## src/rtl/hci_cmd_dispatch.sv

```systemverilog
// HCI command dispatcher: pops command descriptors, hands them to the execution FSM,
// streams TX write data and pushes a response descriptor. Optional watchdog: HCI_CMD_DISPATCH_TIMEOUT_EN.
module hci_cmd_dispatch #(
    parameter int CmdDataWidth  = 64,
    parameter int TxDataWidth   = 32,
    parameter int RespDataWidth = 32,
    parameter int TimeoutCycles = 65535
) (
    input  logic                     clk_i,
    input  logic                     rst_ni,
    input  logic                     cmd_rvalid_i,
    output logic                     cmd_rready_o,
    input  logic [CmdDataWidth-1:0]  cmd_rdata_i,
    input  logic                     tx_rvalid_i,
    output logic                     tx_rready_o,
    input  logic [TxDataWidth-1:0]   tx_rdata_i,
    output logic                     resp_wvalid_o,
    input  logic                     resp_wready_i,
    output logic [RespDataWidth-1:0] resp_wdata_o,
    output logic                     exec_valid_o,
    input  logic                     exec_ready_i,
    output logic [CmdDataWidth-1:0]  exec_cmd_o,
    output logic                     xfer_tx_valid_o,
    input  logic                     xfer_tx_ready_i,
    output logic [TxDataWidth-1:0]   xfer_tx_data_o,
    input  logic                     xfer_done_i,
    input  logic [3:0]               xfer_err_i,
    input  logic [15:0]              xfer_len_i,
    output logic                     busy_o
);

    typedef enum logic [2:0] {
        IDLE   = 3'd0,
        DECODE = 3'd1,
        OFFER  = 3'd2,
        TX     = 3'd3,
        EXEC   = 3'd4,
        RESP   = 3'd5
    } state_e;

    state_e                  state_q, state_d;
    logic [CmdDataWidth-1:0] cmd_q, cmd_d;
    logic [15:0]             words_q, words_d;
    logic [3:0]              err_q, err_d;
    logic [15:0]             len_q, len_d;
    logic [16:0]             len_plus3;
    logic                    tx_fire;
    logic                    tmo_hit;

    // 17-bit sum so DATA_LENGTH=0xFFFF rounds up to 16384 words without wrapping
    assign len_plus3 = {1'b0, cmd_q[63:48]} + 17'd3;
    assign tx_fire   = xfer_tx_ready_i & tx_rvalid_i;

`ifdef HCI_CMD_DISPATCH_TIMEOUT_EN
    logic [15:0] tmo_cnt_q, tmo_cnt_d;
    logic        tmo_active;

    assign tmo_active = (state_q == OFFER) || (state_q == TX) || (state_q == EXEC);
    assign tmo_hit    = tmo_active && (tmo_cnt_q == 16'(TimeoutCycles - 1));

    always_comb begin
        tmo_cnt_d = tmo_cnt_q;
        if (state_q == DECODE) begin
            tmo_cnt_d = '0;
        end else if (tmo_active) begin
            tmo_cnt_d = tmo_cnt_q + 16'd1;
        end
    end

    always_ff @(posedge clk_i or negedge rst_ni) begin
        if (!rst_ni) begin
            tmo_cnt_q <= '0;
        end else begin
            tmo_cnt_q <= tmo_cnt_d;
        end
    end
`else
    assign tmo_hit = 1'b0;
`endif

    always_comb begin
        state_d         = state_q;
        cmd_d           = cmd_q;
        words_d         = words_q;
        err_d           = err_q;
        len_d           = len_q;
        cmd_rready_o    = 1'b0;
        tx_rready_o     = 1'b0;
        resp_wvalid_o   = 1'b0;
        resp_wdata_o    = '0;
        exec_valid_o    = 1'b0;
        xfer_tx_valid_o = 1'b0;
        xfer_tx_data_o  = '0;

        case (state_q)
            IDLE: begin
                cmd_rready_o = cmd_rvalid_i;
                if (cmd_rvalid_i) begin
                    cmd_d   = cmd_rdata_i;
                    state_d = DECODE;
                end
            end
            DECODE: begin
                if (cmd_q[2:0] > 3'd1) begin
                    err_d   = 4'h9;
                    len_d   = '0;
                    state_d = RESP;
                end else begin
                    words_d = {1'b0, len_plus3[16:2]};
                    state_d = OFFER;
                end
            end
            OFFER: begin
                if (tmo_hit) begin
                    err_d   = 4'hF;
                    len_d   = '0;
                    state_d = RESP;
                end else begin
                    exec_valid_o = 1'b1;
                    if (exec_ready_i) begin
                        if (cmd_q[2:0] == 3'd0 && !cmd_q[29] && words_q != 16'd0) begin
                            state_d = TX;
                        end else begin
                            state_d = EXEC;
                        end
                    end
                end
            end
            TX: begin
                if (tmo_hit) begin
                    err_d   = 4'hF;
                    len_d   = '0;
                    words_d = '0;
                    state_d = RESP;
                end else begin
                    xfer_tx_valid_o = tx_rvalid_i;
                    xfer_tx_data_o  = tx_rdata_i;
                    tx_rready_o     = tx_fire;
                    // Early abort from the execution FSM wins over the word counter
                    if (xfer_done_i) begin
                        err_d   = xfer_err_i;
                        len_d   = xfer_len_i;
                        words_d = '0;
                        state_d = RESP;
                    end else if (tx_fire) begin
                        words_d = words_q - 16'd1;
                        if (words_q == 16'd1) begin
                            state_d = EXEC;
                        end
                    end
                end
            end
            EXEC: begin
                if (tmo_hit) begin
                    err_d   = 4'hF;
                    len_d   = '0;
                    state_d = RESP;
                end else if (xfer_done_i) begin
                    err_d   = xfer_err_i;
                    len_d   = xfer_len_i;
                    state_d = RESP;
                end
            end
            RESP: begin
                resp_wvalid_o = 1'b1;
                resp_wdata_o  = {err_q, cmd_q[6:3], 8'h00, len_q};
                if (resp_wready_i) begin
                    state_d = IDLE;
                end
            end
            default: state_d = IDLE;
        endcase
    end

    always_ff @(posedge clk_i or negedge rst_ni) begin
        if (!rst_ni) begin
            state_q <= IDLE;
            cmd_q   <= '0;
            words_q <= '0;
            err_q   <= '0;
            len_q   <= '0;
        end else begin
            state_q <= state_d;
            cmd_q   <= cmd_d;
            words_q <= words_d;
            err_q   <= err_d;
            len_q   <= len_d;
        end
    end

    assign exec_cmd_o = cmd_q;
    assign busy_o     = (state_q != IDLE);

endmodule

```

## config.mk

```make
export PLATFORM = sky130hd
export DESIGN_NAME = hci_cmd_dispatch
export DESIGN_NICKNAME = d
export VERILOG_FILES = /design/src/rtl/hci_cmd_dispatch.sv
export SDC_FILE = /design/constraint.sdc
export NUM_CORES = 1
export LEC_CHECK = 0
export BUFFER_PORTS_ARGS = -buffer_cell sky130_fd_sc_hd__clkbuf_2
export CAP_MARGIN = 20
export CORE_UTILIZATION = 45
export CTS_BUF_LIST = sky130_fd_sc_hd__clkbuf_4 sky130_fd_sc_hd__clkbuf_8 sky130_fd_sc_hd__clkbuf_16
export DETAILED_ROUTE_END_ITERATION = 8
export PLACE_DENSITY = 0.79
export SYNTH_ARGS = -nofsm -noshare
export SYNTH_HDL_FRONTEND = slang
export SYNTH_SLANG_ARGS = --single-unit
```

## constraint.sdc

```tcl
create_clock -name clk_i -period 2.35 [get_ports clk_i]
set_input_delay 0.235 -clock clk_i [delete_from_list [all_inputs] [get_ports clk_i]]
set_output_delay 0.235 -clock clk_i [all_outputs]
set_load 0.03 [all_outputs]
```

* Yosys cells after proc, flatten, opt, wreduce, memory -nomap -nowiden *
Cells that the tools add are included.

storage, ports and cells
  bits of input ports = 124
  word-level logic and storage cells = 65
  register bits after elaboration = 103
  output and inout port bits = 134

cells by class
  muxes and demuxes = 27
  $add $sub $neg = 2
  $lt $le $gt $ge = 1
  bitwise operators = 1
  equal/unequal tests = 15
  reductions and logical operators = 14

operator list
  kind                                                                     number
  16-bit 2-to-1 mux                                                        5
  32-bit 2-to-1 mux                                                        2
  16-bit one-hot mux with 2 select lines                                   2
  3-bit 2-to-1 mux                                                         9
  3-bit one-hot mux with 6 select lines                                    1
  16-bit by 2-bit adder with 17-bit output (second input constant)         1
  16-bit by 1-bit equality test with 1-bit output (second input constant)  1
  16-bit nonzero test                                                      1
  16-bit by 1-bit subtractor with 16-bit output (second input constant)    1
  2-bit != test (second input constant)                                    6
  4-bit 2-to-1 mux                                                         2
  4-bit one-hot mux with 2 select lines                                    1
  3-bit by 2-bit equality test with 1-bit output (second input constant)   2
  3-bit equality test (second input constant)                              2
  3-bit zero test                                                          2
  3-bit != test (second input constant)                                    2
  3-bit AND reduction                                                      2
  6-bit AND reduction                                                      1
  1-bit 2-to-1 mux                                                         5
  2-bit nonzero test                                                       2
  3-bit by 1-bit equality test with 1-bit output (second input constant)   1
  3-bit by 1-bit > comparator with 1-bit output (second input constant)    1
  3-bit nonzero test                                                       1
  1-bit logical AND                                                        2
  other kinds (5)                                                          5

* Depth between registers and ports, before layout *
  depth after elaboration = 6
  gate-level depth with buffers = 7
  gate-level depth less buffers = 7

* Worst setup path before layout *
No wires, ideal clock.

  path type = register -> register
  from = reg state_q[1]
  to = reg cmd_q[47] (netlist: exec_cmd_o[47])
  setup slack = 0.090 ns
  data arrival time = 2.132 ns
  stages on the path, launching flop included = 7
  library setup time = 0.128 ns
  cell sequence = dfrtp_1 > clkbuf_1 > or3_1 > nor2_1 > buf_2 > buf_2 > mux2_1

between the ends
  cells in the longest elaborated chain, start to end = 2

RTL lines
  element                        RTL line  RTL
  from (decl)                    41        state_e state_q, state_d;
  from (signal assigned)         183       state_q <= state_d;
  3-bit zero test                95        case (state_q)
  2-bit AND reduction (no line)  -
  to (signal assigned)           184       cmd_q <= cmd_d;
  to (decl)                      42        logic [CmdDataWidth-1:0] cmd_q, cmd_d;

No other way between the ends.
A chain may end at the register's enable or synchronous reset.

* Worst setup path in the final report *
  from = reg words_q[11]
  to = reg state_q[2]

between the ends
  cells in the longest elaborated chain, start to end = 5
  elaborated cells between the ends (all ways) = 8
  classes of those cells = eq/ne (2); mux (3); reduce/logical (3)

RTL lines
  element                                RTL line  RTL
  from (decl)                            43        logic [15:0] words_q, words_d;
  from (signal assigned)                 185       words_q <= words_d;
  16-bit nonzero test                    121       if (cmd_q[2:0] == 3'd0 && !cmd_q[29] && words_q != 16'd0) begin
  1-bit logical AND                      121
  3-bit 2-to-1 mux                       121
  3-bit 2-to-1 mux                       120       if (exec_ready_i) begin
  3-bit one-hot mux with 6 select lines  95

Several ways; a longest one is shown, not always the timed one. The select of a mux whose other input is x is not followed.

==> impl_summary.log <==
INFO  metric initial_utilization = 46.99%
INFO  metric number_of_antenna_violations_at_the_first_check_in_global_routing = 0
INFO  metric vias = 4802
INFO  metric clk_path_buf_depth = 2
INFO  metric dieArea = approximately 12000 µm²
INFO  metric synth-seq-area-share = 49.72%
INFO  metric path_cells = or4_1 -> nor4_4 -> and3_1 -> o31ai_1 -> o41ai_2
INFO  metric drtPass1Iterations = 5
INFO  metric die_height = around 110 µm
INFO  metric die_width = 109.3 µm
INFO  metric synth_top_area_share = 49.72%
INFO  metric drc_errors = 0
INFO  metric synth_commonest_cells = dfrtp_1, mux2_1, nand2_1
INFO  metric post_route_cells_drive_above_1_share = 38.48%
INFO  metric timing_max_transition_violations_final = 0
INFO  metric boundaryPins = 258
INFO  metric critical-path-max-stage-delay = 0.67 ns
INFO  metric clock_skew_after_layout = approximately 0.0064 ns
INFO  metric final.period_utilization = 96.07%
INFO  metric aggregate_negative_setup_slack = 0 ns
INFO  metric first_pass_grt_wire_length = ~22 mm
INFO  metric result_of_the_run = finished, final reports clean
INFO  metric max-cap-violations = 0
INFO  metric finish.net_count = 873
INFO  metric detail_route.wl_per_cell = around 16 µm
INFO  metric portBuffers = about 250
INFO  metric worstMarginPinSlew = slightly above 0.6 ns
INFO  metric grt_pass1_vias = between 4000 and 5000
INFO  metric numCtsBuffers = 9
INFO  metric power_total = a little under 0.01 W
INFO  metric initialDrtViolationCount = around 340
INFO  metric timing.setup.critical_path_class = reg2reg
INFO  metric antenna-diode-count = 0
INFO  metric yosys.cell_count.top_type = dfrtp_1
INFO  metric detail-route-antenna-nets = 0
INFO  metric drt_via_density = around 5.4
INFO  metric critical_path.endpoint_type = flip-flop
INFO  metric worst_ep_arrival_time = around 2.5 ns
INFO  metric tritoncts_num_sinks = ~100
INFO  metric unrepaired_setup_endpoints_after_global_routing = no
INFO  metric irDropWorstVdd = 921.4 µV
INFO  metric synth_area = approximately 5200 µm²
INFO  metric grt_overflow = 0
INFO  metric post_synth_cell_types = 53
INFO  metric critical_path_required = about 2.6 ns
INFO  metric ff2ff_setup_slack = between 0.09 and 0.1 ns
INFO  metric grt_util_all_layers = about a quarter
INFO  metric max_freq = 0.4430 GHz
INFO  metric min_path_type = in2reg
INFO  metric p_per_area = 1403 nW/µm²
INFO  metric synthesis.area_per_instance = roughly 10 µm²
INFO  metric cts.root.buffer_cell = clkbuf_16
INFO  metric area.growth.synth_to_final = 35.00%
INFO  metric cts_tree = yes
INFO  metric setup_viol_count_final = 0
INFO  metric drt_wl_total = roughly 15 mm
INFO  metric place.detailed.hpwl = roughly 11 mm
INFO  metric ys_async_sr_fraction = 100.0%
INFO  metric insertion_delay = about 0.34 ns
INFO  metric postCtsSetupRepairBufs = 0
INFO  metric fp-row-count = 38
INFO  metric max-slew-margin-rel = roughly three fifths
INFO  metric synth_enable_flop_cells = 0
INFO  metric synth_area_leader = dfrtp_1
INFO  metric synth_cells = 500
INFO  metric synth.top_cells.by_area = dfrtp_1, mux2_1, and2_1, nand2_1, and3_1
INFO  metric ys_warn_count = 0
INFO  metric cts.repair.resized = 0
INFO  metric hold_viol = 0
INFO  metric floorplan.core_area = ~11000 µm²
INFO  metric ys_ff_latch = approximately 100
INFO  metric timing.critical_path.from_type = flip-flop
INFO  metric path_max_fanout = 6
INFO  metric layout.core_utilization = roughly 63%
INFO  metric crit_path_top_delay_cell = or4_1
INFO  metric cts-htree-levels = 3
INFO  metric pin_count_of_the_biggest_net_entering_global_routing = 67
INFO  metric gp_congestion = roughly 0.90
INFO  metric clk_pin_slew_worst_paths = approximately 0.070 ns
INFO  metric static-leakage-power = 3.569 nW
INFO  metric postSynth.topFlopCell = dfrtp_1
INFO  metric finalWorstPathRequiredPeriod = about 2.3 ns
## flip-flops by register name, indices dropped and copies added (netlist names)
name,cells
words_q,16
state_q,3
len_q,16
exec_cmd_o,64
err_q,4
## metrics by stage
stage	hold slack (ns)	instances	setup slack, ns	instance area [µm²]
global route	0.1009	891	0.009745	6998
global placement	0.2733	872	0.1908	6605
floorplan	-0.06059	507	0.09047	5210
detailed placement	0.2804	872	0.1253	6605
CTS	0.09619	889	0.03066	6948
finish	0.1055	891	0.09244	6998
## power breakdown
part	internal, W	switching, W	total, W	leakage [nW]
Sequential	0.00260	0.000693	0.00330	1.26
Clock	0.000949	0.000686	0.00163	0.163
Combinational	0.00168	0.00321	0.00489	2.14
Total	0.00524	0.00459	0.00982	3.57
## cell type report
class                   instances  area, µm²
repair buffers                267       1446
clock inverters                 7      107.6
clock buffers                   9      225.2
multi-input cells             356       2432
inverters                       9      33.78
well taps                     140      175.2
flip-flops and latches        103       2577
fillers                       921       4033
## timing repair
| action | 4_1_cts | 5_1_grt |
|---|---|---|
| hold endpoints to repair | 48 | 0 |
| setup endpoints to repair | 0 | 1 |
| hold buffers | 1 | 0 |
## placed cells by master (no fill, tap or decap), drive strengths merged, types with 3 or more instances in the layout
master    n
clkinv    4
a21oi    12
and2     34
nand4     3
conb      8
inv      10
o221ai    4
a211oi    4
nor4      7
nand2b    8
xor2      6
nor2     17
ha        3
or4       3
nand2    55
o21ai    33
mux2     64
nor3     13
clkbuf  259
buf      16
nor2b     4
o211ai    5
dfrtp   103
nand3    10
a22oi     3
xnor2     7
and3     28
## per-layer routing
layer / routed length (µm) / global-route usage [%] / up-vias
met5: 0 / 0 / -
li1: - / - / 2234
met1: 5771 / 28.34 / 2292
met3: 1060 / 4.742 / 23
met2: 7415 / 42.05 / 253
met4: 264 / 8.857 / 0
## worst max-delay path: cells and delay by family, from the launching register on
| kind | cells | cell delay, ns |
|---|---|---|
| DFF | 1 | 0.43 |
| and+or+nand+nor | 3 | 1.25 |
| AOI/OAI and AO/OA | 2 | 0.46 |
## logic make-up after synthesis
| kind of cell | share of synthesized area, % |
|---|---|
| xor+xnor | 2.196 |
| other cells | 0.07234 |
| flops | 49.72 |
| mux | 14.10 |
| fa+ha+maj | 0.7242 |
| simple gates | 19.45 |
| buf+inv | 4.224 |
| compound gates | 9.510 |
## worst paths after layout
check	from	endpoint	depth (start not counted)
min in group asynchronous	rst_ni	exec_cmd_o[26]$_DFFE_PN0P_	2
max in group asynchronous	rst_ni	exec_cmd_o[58]$_DFFE_PN0P_	3
max reg2reg	words_q[11]$_DFFE_PN0P_	state_q[2]$_DFFE_PN0P_	5
min	cmd_rdata_i[51]	exec_cmd_o[51]$_DFFE_PN0P_	3
min reg2reg	len_q[13]$_DFFE_PN0P_	len_q[13]$_DFFE_PN0P_	2
max	words_q[11]$_DFFE_PN0P_	state_q[2]$_DFFE_PN0P_	5
Power figures use the tool's default switching activity.
